[src/rtl/alu_seq_exec.sv]
// Execute stage between register-file reads and write-back: single-cycle simple ops,
// iterative shifts and (with macro ALU_MUL_EN) an iterative shift-add multiplier.
module alu_seq_exec #(
  parameter int unsigned WIDTH  = 8,
  parameter int unsigned ADDR_W = 3
) (
  input  logic              CLK,
  input  logic              RESET,
  input  logic              START,
  input  logic [2:0]        ALUOP,
  input  logic [WIDTH-1:0]  DATA1,
  input  logic [WIDTH-1:0]  DATA2,
  input  logic [ADDR_W-1:0] DESTADDR,
  output logic              BUSY,
  output logic [WIDTH-1:0]  RESULT,
  output logic              WRITE,
  output logic [ADDR_W-1:0] INADDRESS,
  output logic              ZERO
);

  localparam int unsigned     CW     = $clog2(WIDTH + 1);
  localparam logic [CW-1:0]   ITERS  = CW'(WIDTH);
  localparam logic [WIDTH-1:0] MAX_SH = WIDTH'(WIDTH);

  typedef enum logic [1:0] {IDLE, ITER, WB} state_e;
  typedef enum logic [2:0] {
    OP_FWD = 3'b000, OP_ADD = 3'b001, OP_AND = 3'b010, OP_OR  = 3'b011,
    OP_SUB = 3'b100, OP_MUL = 3'b101, OP_SLL = 3'b110, OP_SRA = 3'b111
  } op_e;

  state_e            state, next_state;
  op_e               op_q;
  logic [WIDTH-1:0]  acc;
  logic [CW-1:0]     cnt, term_q, start_shamt, cnt_nxt;
  logic              wb_en;
  logic              needs_iter, writes;
  logic [WIDTH-1:0]  imm_res, step_res;
`ifdef ALU_MUL_EN
  logic [WIDTH-1:0]  mcand, mplier;
`endif

  always_comb begin
    start_shamt = (DATA2 >= MAX_SH) ? ITERS : DATA2[CW-1:0];
    needs_iter  = ((ALUOP == OP_SLL) || (ALUOP == OP_SRA)) && (start_shamt != '0);
`ifdef ALU_MUL_EN
    needs_iter  = needs_iter || (ALUOP == OP_MUL);
    writes      = 1'b1;
`else
    writes      = (ALUOP != OP_MUL);
`endif
    cnt_nxt     = cnt + CW'(1);
  end

  // Shifts with a zero count fall into the default arm and forward DATA1.
  always_comb begin
    imm_res = DATA1;
    case (op_e'(ALUOP))
      OP_FWD:  imm_res = DATA2;
      OP_ADD:  imm_res = DATA1 + DATA2;
      OP_AND:  imm_res = DATA1 & DATA2;
      OP_OR:   imm_res = DATA1 | DATA2;
      OP_SUB:  imm_res = DATA1 - DATA2;
      default: imm_res = DATA1;
    endcase
  end

  always_comb begin
    step_res = acc;
    case (op_q)
      OP_SLL:  step_res = acc << 1;
      OP_SRA:  step_res = {acc[WIDTH-1], acc[WIDTH-1:1]};
`ifdef ALU_MUL_EN
      OP_MUL:  step_res = mplier[0] ? (acc + mcand) : acc;
`endif
      default: step_res = acc;
    endcase
  end

  always_ff @(posedge CLK or posedge RESET) begin
    if (RESET) state <= IDLE;
    else       state <= next_state;
  end

  always_comb begin
    next_state = state;
    case (state)
      IDLE:    if (START) next_state = needs_iter ? ITER : WB;
      ITER:    if (cnt_nxt == term_q) next_state = WB;
      WB:      next_state = IDLE;
      default: next_state = IDLE;
    endcase
  end

  always_ff @(posedge CLK or posedge RESET) begin
    if (RESET) begin
      op_q      <= OP_FWD;
      acc       <= '0;
      cnt       <= '0;
      term_q    <= '0;
      wb_en     <= 1'b0;
      INADDRESS <= '0;
      RESULT    <= '0;
      ZERO      <= 1'b0;
`ifdef ALU_MUL_EN
      mcand     <= '0;
      mplier    <= '0;
`endif
    end else begin
      case (state)
        IDLE: if (START) begin
          op_q      <= op_e'(ALUOP);
          acc       <= (ALUOP == OP_MUL) ? '0 : DATA1;
          cnt       <= '0;
          term_q    <= (ALUOP == OP_MUL) ? ITERS : start_shamt;
          wb_en     <= writes;
          INADDRESS <= DESTADDR;
`ifdef ALU_MUL_EN
          mcand     <= DATA1;
          mplier    <= DATA2;
`endif
          if (!needs_iter && writes) begin
            RESULT <= imm_res;
            ZERO   <= (imm_res == '0);
          end
        end
        ITER: begin
          acc <= step_res;
          cnt <= cnt_nxt;
`ifdef ALU_MUL_EN
          mcand  <= mcand << 1;
          mplier <= mplier >> 1;
`endif
          if (cnt_nxt == term_q) begin
            RESULT <= step_res;
            ZERO   <= (step_res == '0);
          end
        end
        default: ;
      endcase
    end
  end

  assign BUSY  = (state != IDLE);
  assign WRITE = (state == WB) && wb_en;

endmodule

[config.mk]
export PLATFORM = sky130hd
export DESIGN_NAME = alu_seq_exec
export DESIGN_NICKNAME = d
export VERILOG_FILES = /design/src/rtl/alu_seq_exec.sv
export SDC_FILE = /design/constraint.sdc
export NUM_CORES = 1
export LEC_CHECK = 0
export CAP_MARGIN = 20
export CORE_AREA = 8 8 104 78
export DETAILED_ROUTE_END_ITERATION = 7
export DIE_AREA = 0 0 112 86
export SLEW_MARGIN = 40
export SYNTH_ARGS = -nofsm -noshare
export SYNTH_HDL_FRONTEND = slang
export SYNTH_SLANG_ARGS = --single-unit
export TNS_END_PERCENT = 20
[constraint.sdc]
create_clock -name CLK -period 2.55 [get_ports CLK]
set_input_delay 0.765 -clock CLK [delete_from_list [all_inputs] [get_ports CLK]]
set_output_delay 0.765 -clock CLK [all_outputs]
set_load 0.005 [all_outputs]
Yosys cells after proc, flatten, opt, wreduce, memory -nomap -nowiden. Index checks and enable logic that the tools add are counted.

Add/subtract/negate cells: 3. Order comparisons: 1. Eq/ne operators: 16. Muxes and demuxes: 21. Bitwise gates (word level): 2. Reductions and logical operators: 16.

Operator list (number): $pmux 8 s2 (3); $mux 8 (5); $pmux 8 s5 (1); $eq 3x3->1 const B (6); $logic_not 8->1 (2); $mux 4 (3); $add 8x8->8 (1); $and 8x8->8 (1); $ge 8x4->1 const B (1); $or 8x8->8 (1); $pmux 4 s2 (1); $sub 8x8->8 (1); $eq 3x2->1 const B (2); $mux 2 (3); $ne 2x2->1 const B (3); $reduce_and 2->1 (3); $add 4x1->4 const B (1); $eq 4x4->1 (1); $pmux 2 s2 (1); $reduce_and 4->1 (1); $reduce_bool 2->1 (2); $reduce_bool 4->1 (1); $eq 3x1->1 const B (1); $logic_and 1x1->1 (3); other kinds (9) (11).

Flip-flop bits (word level): 34. Input port bits: 25. Word-level logic and storage cells: 68.

Depth between registers and ports, before layout.
Word-level depth: 9. Mapped depth: 13. Gate-level depth less buffers: 13.

Worst setup path after synthesis. Ideal clock, no wire load.

Path kind: in2reg. From: input port ALUOP[0]. To: register RESULT[6]. Setup time: 0.124 ns. Arrival time: 2.988 ns. Data required time: 2.426 ns. Slack: -0.562 ns. Stages: 10. Cell sequence: nor3b_4 > mux2_2 > fa_1 > nand2b_1 > a21oi_1 > and3_1 > a2111oi_0 > a211oi_1 > nor2_1 > o31a_1.

Word-level cells in the longest chain between the ends: 7. Elaborated cells between the ends (all ways): 18. Classes of those cells: eq/ne: 8; mux: 4; reduce/logical: 6.

Ends and longest elaborated chain: from (decl) (RTL line 10) `input logic [2:0] ALUOP,`; parallel branches: the longest is 7 deep, another holds $pmux 8 s5; to (signal assigned) (RTL line 122) `RESULT <= imm_res;`; to (signal assigned) (RTL line 134) `RESULT <= step_res;`; to (decl) (RTL line 15) `output logic [WIDTH-1:0] RESULT,`.

Parallel ways; which one is timed is not known. The select of a mux whose other input is x is not followed. A chain may end at the register's enable or synchronous reset.

Worst setup path after layout.
From: input port DATA2[1]. To: register RESULT[6].

Word-level cells in the longest chain between the ends: 8. Elaborated cells between the ends (all ways): 14. Classes of those cells: add/sub: 2; order compare: 1; eq/ne: 1; mux: 5; reduce/logical: 5.

Ends and longest elaborated chain: from (decl) (RTL line 12) `input logic [WIDTH-1:0] DATA2,`; $ge 8x4->1 (RTL line 43) `start_shamt = (DATA2 >= MAX_SH) ? ITERS : DATA2[CW-1:0];`; $mux 4 (RTL line 43); $reduce_bool 4->1 (RTL line 44) `needs_iter = ((ALUOP == OP_SLL) || (ALUOP == OP_SRA)) && (start_shamt != '0);`; $logic_and 1x1->1 (RTL line 44); $logic_not 1->1 (RTL line 121) `if (!needs_iter && writes) begin`; $logic_and 1x1->1 (RTL line 121); $ne 2x2->1 (no line); $reduce_and 4->1 (no line).

Parallel ways exist; a longest one is shown, timed or not. The select of a mux whose other input is x is not followed.

==> impl_metrics.tcl <==
set metrics [dict create \
    endpoint_kind "register" \
    ios 39 \
    tightest_slew_ns 0.572 \
    synth_edf_count 0 \
    yosys.cell_types.count 62 \
    finalInstanceArea_um2 3850 \
    grt_pass1_wl_um 13900 \
    die-area_um2 9630 \
    cap_viol_max_count 0 \
    slew_headroom 0.619 \
    crit_chain "buf_2 -> inv_2 -> ha_4 -> nor3b_4 -> a21oi_2 -> xnor2_1 -> ha_1 -> buf_6 -> nor4_4 -> nor2_1 -> a211oi_2 -> nor2_1 -> o31a_1" \
    crit_cells 13 \
    antenna_found_initial 0 \
    fin_cells 489 \
    cts_tree "yes" \
    clkLatencyLatePin_ns 0.28 \
    status "complete, but fails checks" \
    failed_checks "negative setup slack" \
    grt_pass1_vias 2767 \
    fin_crit_sh 1.16 \
    h-tree-depth 2 \
    numCtsBuffers 5 \
    synth.yosys.seq_area_share 0.321 \
    fill_cells 605 \
    cpMostUsedCell "nor2_1" \
    cp_slowest_cell "nor4_4" \
    placed_area_um2 3520 \
    grt_util_met2 0.268 \
    clock_sink_count 34 \
    die-width_um 112 \
    cp_max_fo 3 \
    rr_startpoint "cnt[0]" \
    ys_warn_count 0 \
    cts-hold-fix-buffers 0 \
    dpl.cell_count 471 \
    ant_nets 0 \
    drive_gt1_frac 0.301 \
    r2r-end "RESULT[5]" \
    fin_crit_ns 2.95 \
    antenna_cells 0 \
    die_y_um 86 \
    vdd_ir_drop_max_uv 410 \
    vias_per_cell 5.65 \
    reg2reg_depth 7 \
    holdWs_ns 0.472 \
    pre_cts_slack_ns -1.25 \
    grt.overflow.total 0 \
    post_drt_wl_per_cell_um 17.2 \
    critPathRequiredTime_ns 2.71 \
    path_buf_inv 3 \
    rsz0062_at_grt "yes" \
    synth-seq-cells 34 \
    clock_skew_ns 0.00299 \
    first_pass_iters 4 \
    fp-row-count 25 \
    path_class "primary input to register" \
    crit_start "DATA2[1]" \
    root_buffer "clkbuf_8" \
    track_usage 0.180 \
    hpwl_um 6500 \
    io_buffers 38 \
    dr_total_vias 2764 \
    grt_use_met1 0.264 \
    crit_end "RESULT[6]" \
    met3_usage 0.0407 \
    arrival_ns 3.11 \
    synth-main-ff-cell "dfrtp_1" \
    setup_ws_ns -0.397 \
    syn_inst 308 \
    async_flop_share 1.00 \
    synth_nets 345 \
    nets 446 \
    drc_errors 0 \
    hold_viol_final 0 \
    timing.reg2reg.setup_slack_ns 0.49 \
    drt_wl_total_um 8430 \
    startpoint_type "primary input" \
    grt_busiest_layer "met2" \
    area_delta_synth_final_pct 45.3 \
    p_per_area_nw_per_um2 768 \
    syn_area_per_cell_um2 8.61 \
    core_um2 6510 \
    hp-class "register to register" \
    gp_congestion 0.858 \
    clockBufferDepth 2 \
    setup_viol 7 \
    clk_pin_slew_ns 0.07 \
    grt_max_degree 35 \
    leakage_nw 1.74 \
    fmax_ghz 0.339 \
    maxSlewViolCount 0 \
    slowest_delay_ns 0.36 \
    initial_utilization 0.408 \
    syn-cell-area_um2 2650 \
    cp_top_family "simple AND/OR/NAND/NOR gates" \
    drt_iter0_drc 207 \
]
## area by class of cell
class | instances | area, µm² | share of cell area
tap | 81 | 101 | 0.0263
clock buffer | 6 | 82.6 | 0.0214
timing repair buffer | 109 | 925 | 0.240
inverter | 12 | 47.5 | 0.0123
multi-input combinational | 247 | 1840 | 0.479
sequential | 34 | 851 | 0.221
## what timing repair did
| item | in CTS | in global routing |
|---|---|---|
| setup buffers | 11 | 2 |
| gates resized for setup | 61 | 12 |
| gates cloned | 0 | 0 |
| pin swaps | 24 | 19 |
| setup endpoints to repair | 8 | 8 |
## per-layer routing
layer / routed length (µm) / vias to the layer above / share of wire
met3: 802 / 10 / 0.095
met4: 113 / 0 / 0.013
met2: 3520 / 114 / 0.42
met5: 0 / - / 0
met1: 4000 / 1295 / 0.47
li1: - / 1345 / -
## cells by family (layout without fill, tap and decap cells)
group,after synthesis,after routing,share of synthesized area
DFF,34,34,0.321
muxes,12,12,0.0486
xor gates and xnor gates,16,16,0.0580
buffers and inverters,27,127,0.0472
and+or+nand+nor,100,100,0.182
adders and majority gates,12,12,0.0595
AOI/OAI and AO/OA,107,107,0.284
## worst register-to-register path, cell delays in order (launching register included)
cell	delay, ns
dfrtp_1	0.43
ha_1	0.26
xor2_1	0.18
xnor2_1	0.13
and4_1	0.22
a22o_1	0.20
o21a_2	0.23
mux2_4	0.31
## layout by cell type (no fill, tap or decap), types with 3 or more instances in the layout
cell	synthesis	routed
buf_4	3	66
dfrtp_1	34	34
nand2_1	32	32
nor2_1	34	31
clkdlybuf4s50_1	0	29
o21ai_0	27	21
xnor2_1	10	10
a21oi_1	14	9
ha_1	11	9
a211oi_1	10	8
mux2i_1	8	8
a221o_1	7	7
inv_1	10	7
buf_6	1	7
a31oi_1	7	6
clkbuf_8	0	6
a22o_1	5	5
o21ai_1	1	5
and3_1	5	4
nand2b_1	5	4
xor2_1	5	4
nand3_1	4	4
a21oi_2	0	4
o22ai_1	4	4
nor3_1	4	4
and2_1	3	3
inv_2	1	3
o21ai_2	1	3
o21a_1	3	3
## registers in the layout (all words and copies together), names as in the netlist
register	flops
RESULT	8
acc	8
cnt	4
term_q	4
INADDRESS	3
op_q	3
state	2
ZERO	1
wb_en	1
## Yosys cell counts (3+ instances only)
cell      number  area (µm²)
and2_1         3        18.8
o221ai_1       3        26.3
nor3_1         4        20.0
a211oi_1      10        75.1
a22o_1         5        43.8
o21ai_0       27         135
buf_2          4        20.0
o22ai_1        4        25.0
xnor2_1       10        87.6
ha_1          11         138
buf_4          3        22.5
and3_1         5        31.3
a221o_1        7        70.1
a21oi_1       14        70.1
mux2i_1        8        80.1
o21a_1         3        22.5
clkbuf_1       7        26.3
xor2_1         5        43.8
nor2_1        34         128
a31oi_1        7        43.8
nand2b_1       5        31.3
nand2_1       32         120
dfrtp_1       34         851
nand3_1        4        20.0
mux2_2         3        33.8
inv_1         10        37.5
## per-stage QoR
step	total power, mW	util	setup TNS [ns]
6_report	2.96	0.592	-1.75
4_1_cts	2.94	0.585	-1.74
5_1_grt	3.20	0.592	-2.95
3_3_place_gp	2.44	0.541	-7.64
3_5_place_dp	2.46	0.541	-8.52
2_1_floorplan	1.78	-	-1.22
## power breakdown
group	internal (mW)	switching (mW)
sequential	0.752	0.196
clock	0.208	0.181
combinational	0.822	0.800
## worst min-delay path by stage
stage,from,endpoint,slack (ns),depth (start not counted)
after detailed placement,RESULT[1],RESULT[1],0.46,2
after floorplan,wb_en,wb_en,0.44,1
final,INADDRESS[2],INADDRESS[2],0.47,2
after CTS,INADDRESS[2],INADDRESS[2],0.48,2
after global routing,INADDRESS[2],INADDRESS[2],0.49,2
after global placement,INADDRESS[2],INADDRESS[2],0.46,2
(Power assumes the default switching activity.)
